--- config.mk ---
export PLATFORM = sky130hd
export DESIGN_NAME = vga_timing_gen
export DESIGN_NICKNAME = d
export VERILOG_FILES = /design/src/rtl/vga_timing_pkg.sv /design/src/rtl/vga_pix_en_gen.sv /design/src/rtl/vga_timing_gen.sv
export SDC_FILE = /design/constraint.sdc
export NUM_CORES = 1
export LEC_CHECK = 0
export CAP_MARGIN = 5
export CORE_MARGIN = 5
export CORE_UTILIZATION = 57
export DETAILED_ROUTE_END_ITERATION = 7
export PLACE_DENSITY = 0.86
export SLEW_MARGIN = 15
export SYNTH_ARGS = -nofsm -noshare
export SYNTH_HDL_FRONTEND = slang
export SYNTH_SLANG_ARGS = --single-unit
--- constraint.sdc ---
create_clock -name clk -period 6.75 [get_ports clk]
set_input_delay 1.35 -clock clk [delete_from_list [all_inputs] [get_ports clk]]
set_output_delay 1.35 -clock clk [all_outputs]
set_load 0.1 [all_outputs]
--- src/rtl/vga_timing_pkg.sv ---
// vga_timing_pkg: default 640x480@60 timing constants, derived totals and
// active-window starts, plus the test-pattern colour bar table.
package vga_timing_pkg;

  localparam int unsigned CLK_DIV_DEF  = 4;
  localparam int unsigned H_SYNC_DEF   = 96;
  localparam int unsigned H_BP_DEF     = 48;
  localparam int unsigned H_ACTIVE_DEF = 640;
  localparam int unsigned H_FP_DEF     = 16;
  localparam int unsigned V_SYNC_DEF   = 2;
  localparam int unsigned V_BP_DEF     = 33;
  localparam int unsigned V_ACTIVE_DEF = 480;
  localparam int unsigned V_FP_DEF     = 10;

  localparam int unsigned H_TOTAL    = H_SYNC_DEF + H_BP_DEF + H_ACTIVE_DEF + H_FP_DEF;
  localparam int unsigned V_TOTAL    = V_SYNC_DEF + V_BP_DEF + V_ACTIVE_DEF + V_FP_DEF;
  localparam int unsigned HACT_START = H_SYNC_DEF + H_BP_DEF;
  localparam int unsigned VACT_START = V_SYNC_DEF + V_BP_DEF;

  localparam int unsigned TP_BARS = 8;

  // Bar 0 is leftmost: white, yellow, cyan, green, magenta, red, blue, black.
  function automatic logic [11:0] tp_colour(input logic [2:0] bar);
    logic [11:0] c;
    case (bar)
      3'd0:    c = 12'hFFF;
      3'd1:    c = 12'hFF0;
      3'd2:    c = 12'h0FF;
      3'd3:    c = 12'h0F0;
      3'd4:    c = 12'hF0F;
      3'd5:    c = 12'hF00;
      3'd6:    c = 12'h00F;
      default: c = 12'h000;
    endcase
    return c;
  endfunction

endpackage

--- src/rtl/vga_pix_en_gen.sv ---
// vga_pix_en_gen: divides the system clock by CLK_DIV into a one-clock
// pixel-enable strobe. Synchronous active-high reset.
// Ports:
//   clk    in   system clock
//   rst    in   synchronous reset, active high
//   pix_en out  high for one clock every CLK_DIV clocks
module vga_pix_en_gen
  import vga_timing_pkg::*;
#(
  parameter int unsigned CLK_DIV = CLK_DIV_DEF
) (
  input  logic clk,
  input  logic rst,
  output logic pix_en
);

  localparam int unsigned     DW       = (CLK_DIV > 2) ? $clog2(CLK_DIV) : 1;
  localparam logic [DW-1:0]   DIV_LAST = DW'(CLK_DIV - 1);

  logic [DW-1:0] div_q, div_d;
  logic          pix_en_q, pix_en_d;

  // pix_en is registered from the next divider value, so it is high exactly
  // while div_q == CLK_DIV-1.
  always_comb begin
    div_d    = (div_q == DIV_LAST) ? '0 : div_q + 1'b1;
    pix_en_d = (div_d == DIV_LAST);
  end

  always_ff @(posedge clk) begin
    if (rst) begin
      div_q    <= '0;
      pix_en_q <= 1'b0;
    end else begin
      div_q    <= div_d;
      pix_en_q <= pix_en_d;
    end
  end

  assign pix_en = pix_en_q;

endmodule

--- src/rtl/vga_timing_gen.sv ---
// vga_timing_gen: VGA raster timing (640x480@60 by default) from the system
// clock. Counters, sync/bright decode and line/frame strobes live here; the
// pixel-enable divider is vga_pix_en_gen.
// Optional feature macro: VGA_TEST_PATTERN_EN adds rgb_tp (8 colour bars).
// Ports:
//   clk        in   system clock
//   rst        in   synchronous reset, active high
//   pix_en     out  pixel-enable strobe; counters advance on it
//   hCount     out  horizontal position 0..H_TOTAL-1
//   vCount     out  vertical position 0..V_TOTAL-1
//   hSync      out  active-low horizontal sync
//   vSync      out  active-low vertical sync
//   bright     out  high inside the visible window
//   line_tick  out  one-clock pulse after hCount wraps to 0
//   frame_tick out  one-clock pulse on entry to the vertical front porch
//   frame_cnt  out  frames completed since reset (wraps)
//   rgb_tp     out  test-pattern colour (only with VGA_TEST_PATTERN_EN)
module vga_timing_gen
  import vga_timing_pkg::*;
#(
  parameter int unsigned CLK_DIV  = CLK_DIV_DEF,
  parameter int unsigned H_SYNC   = H_SYNC_DEF,
  parameter int unsigned H_BP     = H_BP_DEF,
  parameter int unsigned H_ACTIVE = H_ACTIVE_DEF,
  parameter int unsigned H_FP     = H_FP_DEF,
  parameter int unsigned V_SYNC   = V_SYNC_DEF,
  parameter int unsigned V_BP     = V_BP_DEF,
  parameter int unsigned V_ACTIVE = V_ACTIVE_DEF,
  parameter int unsigned V_FP     = V_FP_DEF
) (
  input  logic        clk,
  input  logic        rst,
  output logic        pix_en,
  output logic [9:0]  hCount,
  output logic [9:0]  vCount,
  output logic        hSync,
  output logic        vSync,
  output logic        bright,
  output logic        line_tick,
  output logic        frame_tick,
  output logic [15:0] frame_cnt
`ifdef VGA_TEST_PATTERN_EN
  ,
  output logic [11:0] rgb_tp
`endif
);

  localparam int unsigned HT = H_SYNC + H_BP + H_ACTIVE + H_FP;
  localparam int unsigned VT = V_SYNC + V_BP + V_ACTIVE + V_FP;

  localparam logic [9:0] H_LAST    = 10'(HT - 1);
  localparam logic [9:0] V_LAST    = 10'(VT - 1);
  localparam logic [9:0] H_SYNC_W  = 10'(H_SYNC);
  localparam logic [9:0] V_SYNC_W  = 10'(V_SYNC);
  localparam logic [9:0] HACT_S    = 10'(H_SYNC + H_BP);
  localparam logic [9:0] HACT_E    = 10'(HT - H_FP - 1);
  localparam logic [9:0] VACT_S    = 10'(V_SYNC + V_BP);
  localparam logic [9:0] VACT_E    = 10'(VT - V_FP - 1);
  localparam logic [9:0] VFP_START = 10'(VT - V_FP);

  logic [9:0]  hcnt_q, hcnt_d;
  logic [9:0]  vcnt_q, vcnt_d;
  logic        hsync_q, hsync_d;
  logic        vsync_q, vsync_d;
  logic        bright_q, bright_d;
  logic        line_tick_q, line_tick_d;
  logic        frame_tick_q, frame_tick_d;
  logic [15:0] frame_cnt_q, frame_cnt_d;

  vga_pix_en_gen #(
    .CLK_DIV(CLK_DIV)
  ) u_pix_en (
    .clk   (clk),
    .rst   (rst),
    .pix_en(pix_en)
  );

  // Sync, bright and strobes are decoded from the next counter values so
  // they land on the same edge as hCount/vCount.
  always_comb begin
    hcnt_d       = hcnt_q;
    vcnt_d       = vcnt_q;
    hsync_d      = hsync_q;
    vsync_d      = vsync_q;
    bright_d     = bright_q;
    line_tick_d  = 1'b0;
    frame_tick_d = 1'b0;
    frame_cnt_d  = frame_cnt_q;

    if (pix_en) begin
      if (hcnt_q == H_LAST) begin
        hcnt_d      = '0;
        line_tick_d = 1'b1;
        vcnt_d      = (vcnt_q == V_LAST) ? '0 : vcnt_q + 10'd1;
      end else begin
        hcnt_d = hcnt_q + 10'd1;
      end

      hsync_d  = (hcnt_d >= H_SYNC_W);
      vsync_d  = (vcnt_d >= V_SYNC_W);
      bright_d = (hcnt_d >= HACT_S) && (hcnt_d <= HACT_E) &&
                 (vcnt_d >= VACT_S) && (vcnt_d <= VACT_E);

      // hcnt_d is only 0 here on a line wrap.
      frame_tick_d = line_tick_d && (vcnt_d == VFP_START);
      if (frame_tick_d) begin
        frame_cnt_d = frame_cnt_q + 16'd1;
      end
    end
  end

  always_ff @(posedge clk) begin
    if (rst) begin
      hcnt_q       <= '0;
      vcnt_q       <= '0;
      hsync_q      <= 1'b0;
      vsync_q      <= 1'b0;
      bright_q     <= 1'b0;
      line_tick_q  <= 1'b0;
      frame_tick_q <= 1'b0;
      frame_cnt_q  <= '0;
    end else begin
      hcnt_q       <= hcnt_d;
      vcnt_q       <= vcnt_d;
      hsync_q      <= hsync_d;
      vsync_q      <= vsync_d;
      bright_q     <= bright_d;
      line_tick_q  <= line_tick_d;
      frame_tick_q <= frame_tick_d;
      frame_cnt_q  <= frame_cnt_d;
    end
  end

  assign hCount     = hcnt_q;
  assign vCount     = vcnt_q;
  assign hSync      = hsync_q;
  assign vSync      = vsync_q;
  assign bright     = bright_q;
  assign line_tick  = line_tick_q;
  assign frame_tick = frame_tick_q;
  assign frame_cnt  = frame_cnt_q;

`ifdef VGA_TEST_PATTERN_EN
  localparam int unsigned BAR_W = H_ACTIVE / TP_BARS;

  logic [11:0] rgb_q, rgb_d;
  logic [9:0]  hoff;
  logic [2:0]  bar;

  // Bar index by threshold compare instead of a divide by BAR_W.
  always_comb begin
    rgb_d = rgb_q;
    hoff  = hcnt_d - HACT_S;
    bar   = '0;
    for (int unsigned i = 1; i < TP_BARS; i++) begin
      if (hoff >= 10'(i * BAR_W)) begin
        bar = 3'(i);
      end
    end
    if (pix_en) begin
      rgb_d = bright_d ? tp_colour(bar) : '0;
    end
  end

  always_ff @(posedge clk) begin
    if (rst) begin
      rgb_q <= '0;
    end else begin
      rgb_q <= rgb_d;
    end
  end

  assign rgb_tp = rgb_q;
`endif

endmodule

==> results_dict.tcl, run 1 <==
set metrics [dict create \
    htreeDepth 2 \
    via_per_inst 6.12 \
    finalHoldViolCount 0 \
    cts_tree "yes" \
    crit_fanout 20 \
    synthesis.area_um2 2520 \
    arrival_ps 2310 \
    io_buffers 43 \
    die_area_um2 5850 \
    clock.fmax_ghz 0.273 \
    fin_nets 356 \
    cp_cell_sequence "clkdlybuf4s50_1" \
    ioPinCount 44 \
    placed_area_um2 2930 \
    cts.sinks 44 \
    rsz0062_at_grt "no" \
    status "finished clean" \
    drt_wl_total_um 6040 \
    synth.net_count 325 \
    drt_iter0_drc 316 \
    stdcell_area_um2 3020 \
    place.detailed.hpwl_um 4160 \
    critPathBufInv 1 \
    gr-total-overflow 0 \
    worstMarginPinSlew_ps 981 \
    root_buffer "clkbuf_8" \
    min_path_type "reg2reg" \
    slew_viol_final 0 \
    ys_async_sr_fraction 0 \
    netlist-cell-type-count 54 \
    cp_slowest_cell "clkdlybuf4s50_1" \
    synth_edf_count 0 \
    die_x_um 76.5 \
    n_fill_cell 358 \
    die_h_um 76.5 \
    core_um2 4320 \
    drv_cap 0 \
    synthTopCellsByArea "dfxtp_1, nor2_1, xnor2_1" \
    min_period_ps 3660 \
    postSynthAreaPerCell_um2 7.97 \
    finalClockSkew_ps 6.32 \
    initial_core_util 0.583 \
    yosys_warnings 0 \
    cp-end-kind "output port" \
    clk_latency_ps 310 \
    yosysTopAreaCell "dfxtp_1" \
    crit_type "reg2out" \
    grt_pass1_vias 2250 \
    synth_top_area_frac 0.350 \
    rows 24 \
    path_clk_slew_ps 80 \
    drc 0 \
    holdBufCountCts 0 \
    clockBufferDepth 2 \
    fin_tns_setup_ps 0 \
    gp_congestion 0.903 \
    area_growth_syn_to_layout_pct 19.8 \
    cts_buffers 5 \
    grt_max_degree 50 \
    p_leak_nw 0.986 \
    synth_ff_type "dfxtp_1" \
    p_per_area_nw_per_um2 162 \
    cts_setup_buffers 0 \
    postSynthCellCount 316 \
    drive_gt1_frac 0.0690 \
    yosys-top-cells-count "nor2_1, dfxtp_1, nand2_1, a21oi_1, nor3_1" \
    antenna_found_initial 0 \
    ys_seq_elements 44 \
    grt_pass1_wl_um 10500 \
    vias 2447 \
    irDropWorstVdd_mv 0.140 \
    setup_viol 0 \
    drtPass1Iterations 5 \
    fin_crit_sh 0.542 \
    detail-route-antenna-nets 0 \
    start_kind "flop" \
    ys_seq_area_frac 0.350 \
    grt_usage 0.212 \
    max_slew_margin 0.344 \
    worstPathRequired_ps 5400 \
    synth.most_common_cell "nor2_1" \
    crit_family "buffers and inverters" \
    critPathMaxStageDelay_ps 1260 \
    wl_per_cell_um 15.1 \
    ctsResizeCount 0 \
    antenna_cells 0 \
]
==> per-layer routing <==
layer | vias to the layer above | share of wire | GRT usage
met5 | - | 0 | 0
met4 | 0 | 0.016 | 0.0682
met3 | 11 | 0.065 | 0.0508
met2 | 106 | 0.48 | 0.352
met1 | 1131 | 0.43 | 0.268
li1 | 1199 | - | -
==> sequential cells by signal (all words and copies together), names as in the netlist <==
register / count
bright: 1
frame_cnt: 16
frame_tick: 1
hCount: 10
hSync: 1
line_tick: 1
u_pix_en.div_q: 2
u_pix_en.pix_en: 1
vCount: 10
vSync: 1
==> final cells by class <==
class	count	area (µm²)	area share
Inverter	11	41.3	0.0137
Tap cell	52	65.1	0.0215
Sequential cell	44	881	0.292
Multi-Input combinational cell	241	1510	0.499
Timing Repair Buffer	44	438	0.145
Clock inverter	2	16.3	0.00539
Clock buffer	6	72.6	0.0240
==> cell families after synthesis <==
kind of cell | count (synthesis) | share of synthesized area
AND/OR/NAND/NOR | 156 | 0.337
AO/OA/AOI/OAI | 57 | 0.149
flip-flops | 44 | 0.350
buffers and inverters | 31 | 0.0531
XOR/XNOR | 16 | 0.0556
adder cells (fa/ha/maj) | 7 | 0.0348
multiplexers | 5 | 0.0213
==> report_power, final <==
group	switching, mW	internal [mW]	total [mW]
Combinational	0.0356	0.0124	0.0480
Clock	0.0955	0.0737	0.169
Sequential	0.00693	0.264	0.271
==> path summary, 6_finish.rpt <==
path | startpoint | end | slack (ps) | cells past startpoint
max | u_pix_en.pix_en | pix_en | 3090 | 1
min | u_pix_en.div_q[0] | u_pix_en.div_q[0] | 450 | 1
max reg2reg | hCount[0] | frame_cnt[3] | 3310 | 8
min reg2reg | u_pix_en.div_q[0] | u_pix_en.div_q[0] | 450 | 1
==> metrics by stage <==
| stage | worst slack [ps] | instances | util | total power, mW | hold slack (ps) |
|---|---|---|---|---|---|
| finish | 3090 | 400 | 0.698 | 0.488 | 455 |
| detailed placement | 3390 | 392 | 0.678 | 0.325 | 446 |
| global route | 3010 | 400 | 0.698 | 0.507 | 489 |
| CTS | 3100 | 400 | 0.698 | 0.489 | 458 |
| floorplan | 3240 | 316 | - | 0.313 | 425 |
| global placement | 3450 | 392 | 0.678 | 0.323 | 434 |
==> cell usage in the layout, fill, tap and decap left out, types with 11 or more instances in the layout <==
cell type / n
nand3_1: 12
nand4_1: 11
dfxtp_1: 44
nand2_1: 20
nor2_1: 48
a21oi_1: 15
clkdlybuf4s50_1: 43
xnor2_1: 12
o21ai_0: 13
nor3_1: 15
(Power assumes the default switching activity.)
==> run 2, diff against run 1 <==
--- a/config.mk
+++ b/config.mk
@@ -7,9 +7,9 @@
 export LEC_CHECK = 0
 export CAP_MARGIN = 5
 export CORE_MARGIN = 5
-export CORE_UTILIZATION = 57
+export CORE_UTILIZATION = 48
 export DETAILED_ROUTE_END_ITERATION = 7
-export PLACE_DENSITY = 0.86
+export PLACE_DENSITY = 0.78
 export SLEW_MARGIN = 15
 export SYNTH_ARGS = -nofsm -noshare
 export SYNTH_HDL_FRONTEND = slang
==> constraint.sdc (replaced) <==
create_clock -name clk -period 3.3 [get_ports clk]
set_input_delay 0.66 -clock clk [delete_from_list [all_inputs] [get_ports clk]]
set_output_delay 0.66 -clock clk [all_outputs]
set_load 0.1 [all_outputs]
==> run 2 against run 1 <==
  * Via count is 2.2% lower
  * Register-to-register slack lost 2900 ps
  * Flip-flop and latch count stayed put
  * Critical path type is now reg2reg
  * Core utilization down 11 points
  * Sequential share of layout area rose by 0.27 points
  * Non-clock buffer count increased by 7
  * Largest power group unchanged
  * Clock-buffer cell count rose by 1
  * Global-route usage is 2.3 points lower
  * Combinational power increased by 120%
  * Worst hold slack improved by 3.5 ps
  * Clock power up 110%
  * Highest routed layer unchanged
==> results_dict.tcl, run 2 (synthesis results as in run 1) <==
set metrics [dict create \
    rows 26 \
    grt_usage 0.188 \
    clock.fmax_ghz 0.344 \
    path_clk_slew_ps 80 \
    worstHoldStart "u_pix_en.div_q[0]" \
    place.detailed.hpwl_um 4270 \
    gp_congestion 0.893 \
    min_path_type "reg2reg" \
    met2WireLength_um 2860 \
    status "finished clean" \
    grt_pass1_vias 2151 \
    start_kind "flop" \
    antenna_found_initial 0 \
    timing.final.ws_setup_ps 390 \
    antenna_cells 0 \
    grt_max_degree 50 \
    area_growth_syn_to_layout_pct 19.6 \
    startpoint "hCount[5]" \
    die_area_um2 6800 \
    cts_tree "yes" \
    initial_core_util 0.493 \
    fin_cells 425 \
    gr-total-overflow 0 \
    grt_pass1_wl_um 10100 \
    io_buffers 43 \
    layout_common_cells "buf_4, nor2_1, dfxtp_1" \
    drv_cap 0 \
    die_h_um 82.5 \
    cp_cell_sequence "nor4b_4, and3_1, o21ai_2, a221o_1, nor4_1, a21oi_1, a31o_2" \
    final_common_cell "buf_4" \
    irDropWorstVdd_mv 0.278 \
    finalHoldViolCount 0 \
    drc 0 \
    p_per_area_nw_per_um2 334 \
    drt_wl_total_um 5970 \
    setup_viol 0 \
    placed_area_um2 2920 \
    finalClockSkew_ps 5.94 \
    htreeDepth 2 \
    post-place-ws_ps 448 \
    ioPinCount 44 \
    intPower_uw 737 \
    swShare 0.267 \
    clk_latency_ps 290 \
    fin_nets 363 \
    power_frac_clock 0.349 \
    cp-end-kind "flop" \
    switching_power_uw 268 \
    root_buffer "clkbuf_8" \
    crit_fanout 10 \
    wl_met1_um 2740 \
    wl_met3_um 307 \
    r2r_start "hCount[5]" \
    min_period_ps 2910 \
    die_x_um 82.5 \
    worstMarginPinSlew_ps 571 \
    via_per_inst 5.63 \
    ctsResizeCount 0 \
    largest_register_ff_count 16 \
    seq_power_share 0.548 \
    rsz0062_at_grt "yes" \
    comb_power_share 0.103 \
    critPathMaxStageDelay_ps 560 \
    arrival_ps 3100 \
    clockBufferDepth 2 \
    wl_per_cell_um 14.0 \
    drive_gt1_frac 0.220 \
    core_um2 5110 \
    drtPass1Iterations 4 \
    stdcell_area_um2 3010 \
    crit_family "simple AND/OR/NAND/NOR gates" \
    detail-route-antenna-nets 0 \
    fin_tns_setup_ps 0 \
    worstPathRequired_ps 3490 \
    max_slew_margin 0.616 \
    vias 2392 \
    top_layer_used "met4" \
    whs_ps 458 \
    cts_setup_buffers 0 \
    crit_type "reg2reg" \
    cts.sinks 44 \
    p_leak_nw 1.12 \
    place_inst 417 \
    cts_buffers 5 \
    fin_crit_sh 0.882 \
    cp_slowest_cell "nor4_1" \
    slew_viol_final 0 \
    critPathBufInv 0 \
    holdBufCountCts 0 \
    drt_iter0_drc 232 \
]
run 2: through the flow:
stage	total power [mW]	utilization
CTS	1.02	0.590
global placement	0.664	0.572
floorplan	0.642	-
detailed placement	0.667	0.572
finish	1.01	0.590
global route	1.06	0.590
run 2: area by class of cell:
| type | count | area [µm²] |
|---|---|---|
| fill | 493 | 2090 |
| inverter | 11 | 41.3 |
| multi-input combinational | 241 | 1510 |
| clock inverter | 1 | 7.51 |
| sequential | 44 | 887 |
| clock buffer | 7 | 86.3 |
| tap | 70 | 87.6 |
| timing repair buffer | 51 | 398 |
run 2: final timing paths:
kind         slack (ps)  cells past startpoint           endpoint
min reg2reg         460                      1  u_pix_en.div_q[0]
max                 390                      7       frame_cnt[3]
max reg2reg         390                      7       frame_cnt[3]
min                 460                      1  u_pix_en.div_q[0]
run 2: power groups by stage:
stage,registers [mW],clock network [mW],logic (mW)
2_1_floorplan,0.602,0,0.0398
5_1_grt,0.552,0.391,0.112
3_5_place_dp,0.563,0,0.104
4_1_cts,0.550,0.365,0.104
3_3_place_gp,0.562,0,0.102
6_report,0.550,0.351,0.104
run 2: routing by layer:
layer / up-vias / track usage
met1: 1090 / 0.260
li1: 1217 / -
met3: 9 / 0.0347
met5: - / 0
met2: 76 / 0.299
met4: 0 / 0.0515
